<file path="src/rtl/muldiv_seq_pkg.sv">
// Shared encodings for the multi-cycle multiply/divide sequencer:
// operation codes, FSM states and the divide-by-zero quotient pattern.
package muldiv_seq_pkg;

    typedef enum logic [1:0] {
        OP_MULTU = 2'b00,
        OP_MULT  = 2'b01,
        OP_DIVU  = 2'b10,
        OP_DIV   = 2'b11
    } op_e;

    typedef enum logic [2:0] {
        S_IDLE  = 3'd0,
        S_SETUP = 3'd1,
        S_ITER  = 3'd2,
        S_FIX   = 3'd3,
        S_DONE  = 3'd4
    } state_e;

    localparam logic [31:0] DIV0_LO = 32'hFFFF_FFFF;

endpackage

</file>
<file path="src/rtl/muldiv_addsub.sv">
// Single combinational adder/subtractor shared by every iteration of the sequencer.
// sub=1 computes x + ~y + 1, so cout=1 means no borrow.
module muldiv_addsub #(
    parameter int WIDTH = 32
) (
    input  logic [WIDTH-1:0] x,
    input  logic [WIDTH-1:0] y,
    input  logic             sub,
    output logic [WIDTH-1:0] s,
    output logic             cout
);

    logic [WIDTH:0]   full;
    logic [WIDTH-1:0] y_eff;

    assign y_eff = sub ? ~y : y;
    assign full  = {1'b0, x} + {1'b0, y_eff} + {{WIDTH{1'b0}}, sub};
    assign s     = full[WIDTH-1:0];
    assign cout  = full[WIDTH];

endmodule

</file>
<file path="src/rtl/muldiv_seq.sv">
// Multi-cycle MULT/MULTU/DIV/DIVU sequencer: shift-add multiply and restoring
// divide over WIDTH iterations of one shared add/sub unit, results in hi/lo.
module muldiv_seq
    import muldiv_seq_pkg::*;
#(
    parameter int WIDTH = 32,
    parameter int CNT_W = 5
) (
    input  logic             clk,
    input  logic             reset,
    input  logic             start,
    input  logic [1:0]       op,
    input  logic [WIDTH-1:0] a,
    input  logic [WIDTH-1:0] b,
    output logic             busy,
    output logic             done,
    output logic [WIDTH-1:0] hi,
    output logic [WIDTH-1:0] lo,
    output logic             div_zero
);

    state_e               state, state_nxt;
    op_e                  op_r;
    logic [WIDTH-1:0]     a_r, b_r;
    logic [2*WIDTH-1:0]   p;
    logic [WIDTH-1:0]     m;
    logic [CNT_W-1:0]     cnt;
    logic                 neg_q, neg_r;
    logic [WIDTH-1:0]     hi_r, lo_r;
    logic                 div_zero_r;

    logic                 is_div, is_signed;
    logic [WIDTH-1:0]     a_mag, b_mag;
    logic [2*WIDTH-1:0]   p_neg;
    logic [WIDTH-1:0]     hi_neg, lo_neg;
    logic [WIDTH-1:0]     as_x, as_s;
    logic                 as_cout;
    logic                 div_take;

    assign is_div    = (op_r == OP_DIVU) || (op_r == OP_DIV);
    assign is_signed = (op_r == OP_MULT) || (op_r == OP_DIV);

    // Magnitude of the most negative value wraps to itself and is then treated as unsigned.
    assign a_mag = (is_signed && a_r[WIDTH-1]) ? (~a_r + WIDTH'(1)) : a_r;
    assign b_mag = (is_signed && b_r[WIDTH-1]) ? (~b_r + WIDTH'(1)) : b_r;

    // Sign fix-up uses its own incrementers so the add/sub unit stays iteration-only.
    assign p_neg  = ~p + (2*WIDTH)'(1);
    assign hi_neg = ~p[2*WIDTH-1:WIDTH] + WIDTH'(1);
    assign lo_neg = ~p[WIDTH-1:0] + WIDTH'(1);

    // Divide works on P shifted left by one; multiply adds into the upper half directly.
    assign as_x = is_div ? p[2*WIDTH-2:WIDTH-1] : p[2*WIDTH-1:WIDTH];

    muldiv_addsub #(.WIDTH(WIDTH)) u_addsub (
        .x    (as_x),
        .y    (m),
        .sub  (is_div),
        .s    (as_s),
        .cout (as_cout)
    );

    // The bit shifted out of the partial remainder is the 33rd bit of the
    // minuend; when set, the subtraction always succeeds even if cout is 0.
    assign div_take = p[2*WIDTH-1] | as_cout;

    always_ff @(posedge clk or posedge reset) begin
        if (reset) state <= S_IDLE;
        else       state <= state_nxt;
    end

    always_comb begin
        state_nxt = state;
        case (state)
            S_IDLE:  if (start) state_nxt = S_SETUP;
            S_SETUP: state_nxt = (is_div && (b_r == '0)) ? S_DONE : S_ITER;
            S_ITER:  if (cnt == '0) state_nxt = S_FIX;
            S_FIX:   state_nxt = S_DONE;
            S_DONE:  state_nxt = S_IDLE;
            default: state_nxt = S_IDLE;
        endcase
    end

    // NOTE: every datapath register is reset, so an aborted operation leaves no stale result on hi/lo.
    always_ff @(posedge clk or posedge reset) begin
        if (reset) begin
            op_r       <= OP_MULTU;
            a_r        <= '0;
            b_r        <= '0;
            p          <= '0;
            m          <= '0;
            cnt        <= '0;
            neg_q      <= 1'b0;
            neg_r      <= 1'b0;
            hi_r       <= '0;
            lo_r       <= '0;
            div_zero_r <= 1'b0;
        end else begin
            // NOTE: non-blocking assignments here so every register samples pre-edge values.
            case (state)
                S_IDLE: begin
                    if (start) begin
                        op_r       <= op_e'(op);
                        a_r        <= a;
                        b_r        <= b;
                        div_zero_r <= 1'b0;
                    end
                end
                S_SETUP: begin
                    neg_q <= is_signed & (a_r[WIDTH-1] ^ b_r[WIDTH-1]);
                    neg_r <= is_signed & a_r[WIDTH-1];
                    p     <= {{WIDTH{1'b0}}, a_mag};
                    m     <= b_mag;
                    cnt   <= '1;
                    if (is_div && (b_r == '0)) begin
                        div_zero_r <= 1'b1;
                        hi_r       <= a_r;
                        lo_r       <= DIV0_LO;
                    end
                end
                S_ITER: begin
                    if (is_div) begin
                        if (div_take) p <= {as_s, p[WIDTH-2:0], 1'b1};
                        else          p <= {p[2*WIDTH-2:0], 1'b0};
                    end else begin
                        if (p[0]) p <= {as_cout, as_s, p[WIDTH-1:1]};
                        else      p <= {1'b0, p[2*WIDTH-1:WIDTH], p[WIDTH-1:1]};
                    end
                    cnt <= cnt - 1'b1;
                end
                S_FIX: begin
                    if (is_div) begin
                        hi_r <= neg_r ? hi_neg : p[2*WIDTH-1:WIDTH];
                        lo_r <= neg_q ? lo_neg : p[WIDTH-1:0];
                    end else if (neg_q) begin
                        hi_r <= p_neg[2*WIDTH-1:WIDTH];
                        lo_r <= p_neg[WIDTH-1:0];
                    end else begin
                        hi_r <= p[2*WIDTH-1:WIDTH];
                        lo_r <= p[WIDTH-1:0];
                    end
                end
                default: ;
            endcase
        end
    end

    assign busy     = (state != S_IDLE);
    assign done     = (state == S_DONE);
    assign hi       = hi_r;
    assign lo       = lo_r;
    assign div_zero = div_zero_r;

endmodule

</file>
<file path="config.mk">
export PLATFORM = sky130hd
export DESIGN_NAME = muldiv_seq
export DESIGN_NICKNAME = d
export VERILOG_FILES = /design/src/rtl/muldiv_seq_pkg.sv /design/src/rtl/muldiv_addsub.sv /design/src/rtl/muldiv_seq.sv
export SDC_FILE = /design/constraint.sdc
export NUM_CORES = 1
export LEC_CHECK = 0
export BUFFER_PORTS_ARGS = -buffer_cell sky130_fd_sc_hd__buf_2
export CORE_AREA = 5 5 168 170
export DETAILED_ROUTE_END_ITERATION = 10
export DIE_AREA = 0 0 173 175
export PLACE_DENSITY_LB_ADDON = 0.1
export SYNTH_ARGS = -nofsm -noshare
export SYNTH_HDL_FRONTEND = slang
export SYNTH_SLANG_ARGS = --single-unit
</file>
<file path="constraint.sdc">
create_clock -name clk -period 11.8 [get_ports clk]
set_input_delay 2.36 -clock clk [delete_from_list [all_inputs] [get_ports clk]]
set_output_delay 2.36 -clock clk [all_outputs]
set_load 0.01 [all_outputs]
</file>
=== After elaboration in Yosys (flattened, before gate mapping) ===
Cells that the tools add are included.
Widths: inputs -> output; s select.

* Input port bits: 69
* Logic and storage cells: 82
* Bits in registers: 237
* Output and inout port bits: 67

* Reductions and logical operators: 16
* Bitwise logic cells: 10
* Add/sub/neg operators: 8
* Multiplexer cells: 26
* Eq/ne operators: 10

{| class="wikitable"
|+ Operators by type and width
! cell !! number
|-
| $mux 32 || 12
|-
| $mux 64 || 3
|-
| $not 32->32 || 5
|-
| $add 32x1->32 const B || 4
|-
| $pmux 32 s2 || 2
|-
| $pmux 64 s2 || 1
|-
| $add 64x1->64 const B || 1
|-
| $not 64->64 || 1
|-
| $add 32x32->33 || 1
|-
| $add 33x1->33 || 1
|-
| $logic_not 32->1 || 1
|-
| $pmux 3 s4 || 1
|-
| $pmux 5 s2 || 1
|-
| $mux 3 || 3
|-
| $eq 3x2->1 const B || 2
|-
| $ne 2x2->1 const B || 3
|-
| $reduce_and 2->1 || 3
|-
| $reduce_bool 2->1 || 3
|-
| $logic_not 5->1 || 1
|-
| $sub 5x1->5 const B || 1
|-
| $eq 2x2->1 const B || 2
|-
| $eq 3x1->1 const B || 1
|-
| $eq 3x3->1 const B || 1
|-
| $logic_and 1x1->1 || 3
|-
| other kinds (10) || 13
|}

=== Longest topological paths before layout ===
* Depth after elaboration: 9
* Mapped depth: 17
* Mapped depth without buffers: 12

=== Cells and area by module ===
From an unflattened synthesis, not the netlist that was laid out.

* Cells, all modules: 1875
* Area, all modules: 16505.8 µm²

{| class="wikitable"
|+ Modules (own cells, without submodules)
! module !! area an instance (µm²) !! sequential area each (µm²) !! instances !! cells each
|-
| muldiv_seq || 14405.1 || 5930.7 || 1 || 1575
|-
| muldiv_addsub || 2100.8 || 0.0 || 1 || 300
|}

=== Least setup slack after synthesis ===
No wires, ideal clock.

* Kind: register to register
* Start point: register op_r[1]
* End point: register p[0]
* Stages on the path, launching flop included: 16
* Arrival: 4.545 ns
* Required time: 11.674 ns
* Setup time: 0.126 ns
* Period minus slack after synthesis: 4.671 ns
* Setup slack: 7.129 ns
* Buffers on the path: 5
* Path through: dfrtp_1 -> clkbuf_1 -> buf_1 -> clkbuf_1 -> clkbuf_1 -> xor2_1 -> fa_1 -> and3_1 -> o311a_1 -> o31ai_1 -> o211ai_1 -> a21oi_1 -> o211a_1 -> clkbuf_1 -> a21oi_1 -> a221o_1

* Longest elaborated chain between the ends: 9
* Elaborated cells between the ends (all ways): 15
* Classes of those cells: add/sub (2); eq/ne (3); mux (6); bitwise (1); reduce/logical (3)

{| class="wikitable"
|+ Ends and longest elaborated chain
! what !! RTL line !! RTL
|-
| from (decl) || muldiv_seq.sv:23 || <nowiki>op_e op_r;</nowiki>
|-
| from (signal assigned) || muldiv_seq.sv:103 || <nowiki>op_r <= op_e'(op);</nowiki>
|-
| $eq 2x2->1 (on tied branches) || muldiv_seq.sv:40, muldiv_seq.sv:41 ||
|-
| $logic_or 1x1->1 || muldiv_seq.sv:40 || <nowiki>assign is_div = (op_r == OP_DIVU) || (op_r == OP_DIV);</nowiki>
|-
| $mux 32 (on tied branches) || muldiv_seq.sv:53, muldiv_addsub.sv:16 ||
|-
| $add 32x32->33 || muldiv_addsub.sv:17 || <nowiki>assign full = {1'b0, x} + {1'b0, y_eff} + {{WIDTH{1'b0}}, sub};</nowiki>
|-
| $add 33x1->33 || muldiv_addsub.sv:17 ||
|-
| $or 1x1->1 || muldiv_seq.sv:65 || <nowiki>assign div_take = p[2*WIDTH-1] | as_cout;</nowiki>
|-
| $mux 64 || muldiv_seq.sv:123 || <nowiki>if (div_take) p <= {as_s, p[WIDTH-2:0], 1'b1};</nowiki>
|-
| $mux 64 || muldiv_seq.sv:122 || <nowiki>if (is_div) begin</nowiki>
|-
| $pmux 64 s2 * || muldiv_seq.sv:100 || <nowiki>case (state)</nowiki>
|-
| to (signal assigned) || muldiv_seq.sv:123 ||
|-
| to (signal assigned) || muldiv_seq.sv:124 || <nowiki>else p <= {p[2*WIDTH-2:0], 1'b0};</nowiki>
|-
| to (signal assigned) || muldiv_seq.sv:126 || <nowiki>if (p[0]) p <= {as_cout, as_s, p[WIDTH-1:1]};</nowiki>
|-
| to (decl) || muldiv_seq.sv:25 || <nowiki>logic [2*WIDTH-1:0] p;</nowiki>
|}

Every way passes the cells marked *; elsewhere a longest branch is shown, timed or not.
A chain may end at the register's enable or synchronous reset.

=== Worst setup path in the final report ===
* Start point: register op_r[1]
* End point: register p[58]

* Longest elaborated chain between the ends: 9
* Elaborated cells between the ends (all ways): 12
* Classes of those cells: add/sub (2); eq/ne (2); mux (6); bitwise (1); reduce/logical (1)

{| class="wikitable"
|+ Ends and longest elaborated chain
! what !! RTL line
|-
| $eq 2x2->1 || muldiv_seq.sv:40
|-
| $logic_or 1x1->1 * || muldiv_seq.sv:40
|-
| $mux 32 (on tied branches) || muldiv_seq.sv:53, muldiv_addsub.sv:16
|-
| $add 32x32->33 || muldiv_addsub.sv:17
|-
| $add 33x1->33 || muldiv_addsub.sv:17
|-
| $or 1x1->1 || muldiv_seq.sv:65
|-
| $mux 64 || muldiv_seq.sv:123
|-
| $mux 64 * || muldiv_seq.sv:122
|-
| $pmux 64 s2 * || muldiv_seq.sv:100
|}

Marks and branches as above.

==> impl_metrics.env <==
export IMPL_synth_edf_count=0
export IMPL_die_x_um=173
export IMPL_grt_pass1_vias=13470
export IMPL_nNetsFinal=1940
export IMPL_cts_hold_buf=0
export IMPL_outcome="finished, violations left"
export IMPL_n_antenna_cell=0
export IMPL_start_util_pct=59.6
export IMPL_synth_compound_area_share_pct=21.6
export IMPL_grt_pass1_wl_um=76000
export IMPL_drt_first_pass_iters=9
export IMPL_ys_ff_latch=237
export IMPL_max_slew_worst_pin_slew_ns=1.01
export IMPL_place_hpwl_um=34000
export IMPL_crit_type="register to register"
export IMPL_grt_use_total_pct=30.7
export IMPL_critPathCaptureType="register"
export IMPL_clock_root_buffer="clkbuf_16"
export IMPL_clock_skew_ns=0.0291
export IMPL_failed_checks="DRC"
export IMPL_cts_clk_slew_worst_paths_ns=0.06
export IMPL_period_share_pct=49.0
export IMPL_met3_usage_pct=9.04
export IMPL_synthArstFlopShare_pct=100
export IMPL_slowest_delay_ns=0.98
export IMPL_cts_resized=0
export IMPL_fmax_ghz=0.173
export IMPL_grt_util_met1_pct=45.8
export IMPL_syn2layout_area_growth_pct=10.5
export IMPL_port_buffers=135
export IMPL_first_iter_violations=1571
export IMPL_cts_tree="yes"
export IMPL_drt_wirelength_per_cell_um=21.8
export IMPL_syn_inst=1784
export IMPL_setup_viol=0
export IMPL_post_cts_buffers=0
export IMPL_grt_use_met2_pct=44.2
export IMPL_final_hold_violation_count=0
export IMPL_maxSlewHeadroom_pct=32.8
export IMPL_final_cell_mix="dfrtp_1, nand2_1, a21oi_1"
export IMPL_yosys_area_share_adder_pct=3.05
export IMPL_cpMostUsedCell="buf_4"
export IMPL_slowest_stage="dfrtp_4"
export IMPL_num_rows=60
export IMPL_die_area_sq_um=30300
export IMPL_max_cap_violations=0
export IMPL_drive_above_1_share_pct=17.6
export IMPL_maxSlewViolCount=0
export IMPL_cp_num_buf_inv=2
export IMPL_synth_top_cell_by_area="dfrtp_1"
export IMPL_yosys_area_share_xor_xnor_pct=10.0
export IMPL_muxShareOfSynthArea_pct=9.32
export IMPL_syn_area_sq_um=15800
export IMPL_clock_sinks=237
export IMPL_vias=14182
export IMPL_synth_area_top_cells="dfrtp_1, mux2_2, xor2_1"
export IMPL_drc_errors=1
export IMPL_ys_seq_area_share_pct=37.4
export IMPL_vias_per_cell=6.47
export IMPL_critical_path_required_ns=12.22
export IMPL_cts_inserted_buffers=27
export IMPL_gr_total_overflow=0
export IMPL_top_usage_layer="met1"
export IMPL_worstSkewPairLatency_ns=0.56
export IMPL_min_path_type="register to register"
export IMPL_synth_top_family_by_area="compound AO/OA/AOI/OAI gates"
export IMPL_final_common_cell="dfrtp_1"
export IMPL_cts_htree_levels=1
export IMPL_yosysWarnings=0
export IMPL_syn_num_nets=1891
export IMPL_synth_ff_type="dfrtp_1"
export IMPL_crit_chain="buf_4 > buf_4 > mux2_2 > ha_1 > nand2_1 > or3_1 > o211ai_1 > a21oi_1 > o211a_1 > nor3_1 > a211oi_1 > o41ai_1"
export IMPL_coreArea_sq_um=26600
export IMPL_antenna_found_initial=0
export IMPL_crit_family="compound AO/OA/AOI/OAI gates"
export IMPL_io_pins=136
export IMPL_place_gp_congestion=0.933
export IMPL_fin_crit_ns=5.79
export IMPL_crit_arrival_ns=6.20
export IMPL_die_h_um=175
export IMPL_crit_fanout=59
export IMPL_yosys_area_share_simple_pct=14.5
export IMPL_yosysTopAreaCellShare_pct=37.4
export IMPL_postRouteAntennaNets=0
export IMPL_setup_worst_path_start_class="register"
export IMPL_rsz0062_at_grt="false"
export IMPL_grt_max_degree=86
export IMPL_cts_max_path_buffers=3
export IMPL_yosys_cell_types_count=80
export IMPL_routed_wl_um=47800
export IMPL_tns_ns=0
export IMPL_syn_avg_cell_area_sq_um=8.88
==> per-stage QoR <==
step	instance area [sq um]	std cells	setup slack [ns]	util, %	hold WS (ns)
2_1_floorplan	15800	1784	2.94	-	0.457
3_3_place_gp	16600	2145	6.23	62.6	0.481
3_5_place_dp	16600	2145	6.08	62.6	0.486
4_1_cts	17500	2193	6.05	65.9	0.498
5_1_grt	17500	2193	5.67	65.9	0.521
6_report	17500	2193	6.01	65.9	0.497
==> worst paths after layout <==
path | from | to | slack [ns] | cells after the start
worst min-delay path | m[30]$_DFFE_PP0P_ | m[30]$_DFFE_PP0P_ | 0.50 | 2
worst max register to register | op_r[1]$_DFFE_PP0P_ | p[58]$_DFFE_PP0P_ | 6.01 | 12
min in group asynchronous | reset | hi[13]$_DFFE_PP0P_ | 1.89 | 2
worst min register to register | m[30]$_DFFE_PP0P_ | m[30]$_DFFE_PP0P_ | 0.50 | 2
worst max-delay path | op_r[1]$_DFFE_PP0P_ | p[58]$_DFFE_PP0P_ | 6.01 | 12
max in group asynchronous | reset | op_r[1]$_DFFE_PP0P_ | 8.43 | 3
==> cell usage after synthesis, types with 13 or more instances <==
library cell  instances
a211oi_1             25
a21o_1               20
a21oi_1             150
a221oi_1             14
a31oi_1              25
buf_1                14
clkbuf_1            111
dfrtp_1             237
ha_1                 37
inv_1                30
mux2_2              101
mux2i_1              34
nand2_1             179
nand3_1              26
nor2_1              123
nor2b_1              17
nor3_1               38
o211ai_1             21
o21ai_0             135
o22ai_1              43
o31ai_1              23
o41ai_1              13
or3_1                19
xnor2_1              71
xor2_1              110
==> per-layer routing <==
| metal | up-vias | routed length [um] |
|---|---|---|
| met5 | - | 0 |
| met4 | 0 | 1160 |
| met3 | 91 | 5350 |
| met2 | 690 | 20100 |
| met1 | 6816 | 21100 |
| li1 | 6585 | - |
==> kinds of logic (layout without fill, tap and decap cells) <==
group / count (synthesis) / after routing
mux: 135 / 135
simple gates: 485 / 485
xor+xnor: 181 / 181
buf+inv: 166 / 234
flops: 237 / 237
compound gates: 542 / 542
fa+ha+maj: 38 / 38
==> registers in the layout, summed over array words and instances, names as in the netlist <==
signal,cells
hi,32
state,3
b_r,32
div_zero,1
neg_r,1
m,32
cnt,5
neg_q,1
a_r,32
op_r,2
p,64
lo,32
==> cell type report <==
| cell class | instances | area [sq um] |
|---|---|---|
| Multi-Input combinational cell | 1381 | 9320 |
| Fill cell | 2283 | 9070 |
| Sequential cell | 237 | 5930 |
| Timing Repair Buffer | 155 | 826 |
| Clock buffer | 41 | 788 |
| Tap cell | 341 | 427 |
| Inverter | 31 | 124 |
| Clock inverter | 7 | 88.8 |
==> worst reg2reg max path, stage by stage (launching register included) <==
cell,delay (ns)
dfrtp_4,0.98
buf_4,0.57
buf_4,0.64
mux2_2,0.44
ha_1,0.42
nand2_1,0.18
or3_1,0.37
o211ai_1,0.45
a21oi_1,0.26
o211a_1,0.62
nor3_1,0.30
a211oi_1,0.08
o41ai_1,0.36
Power is not shown: default switching activity piles up to over one toggle a cycle in this logic, so the estimate is an artifact.
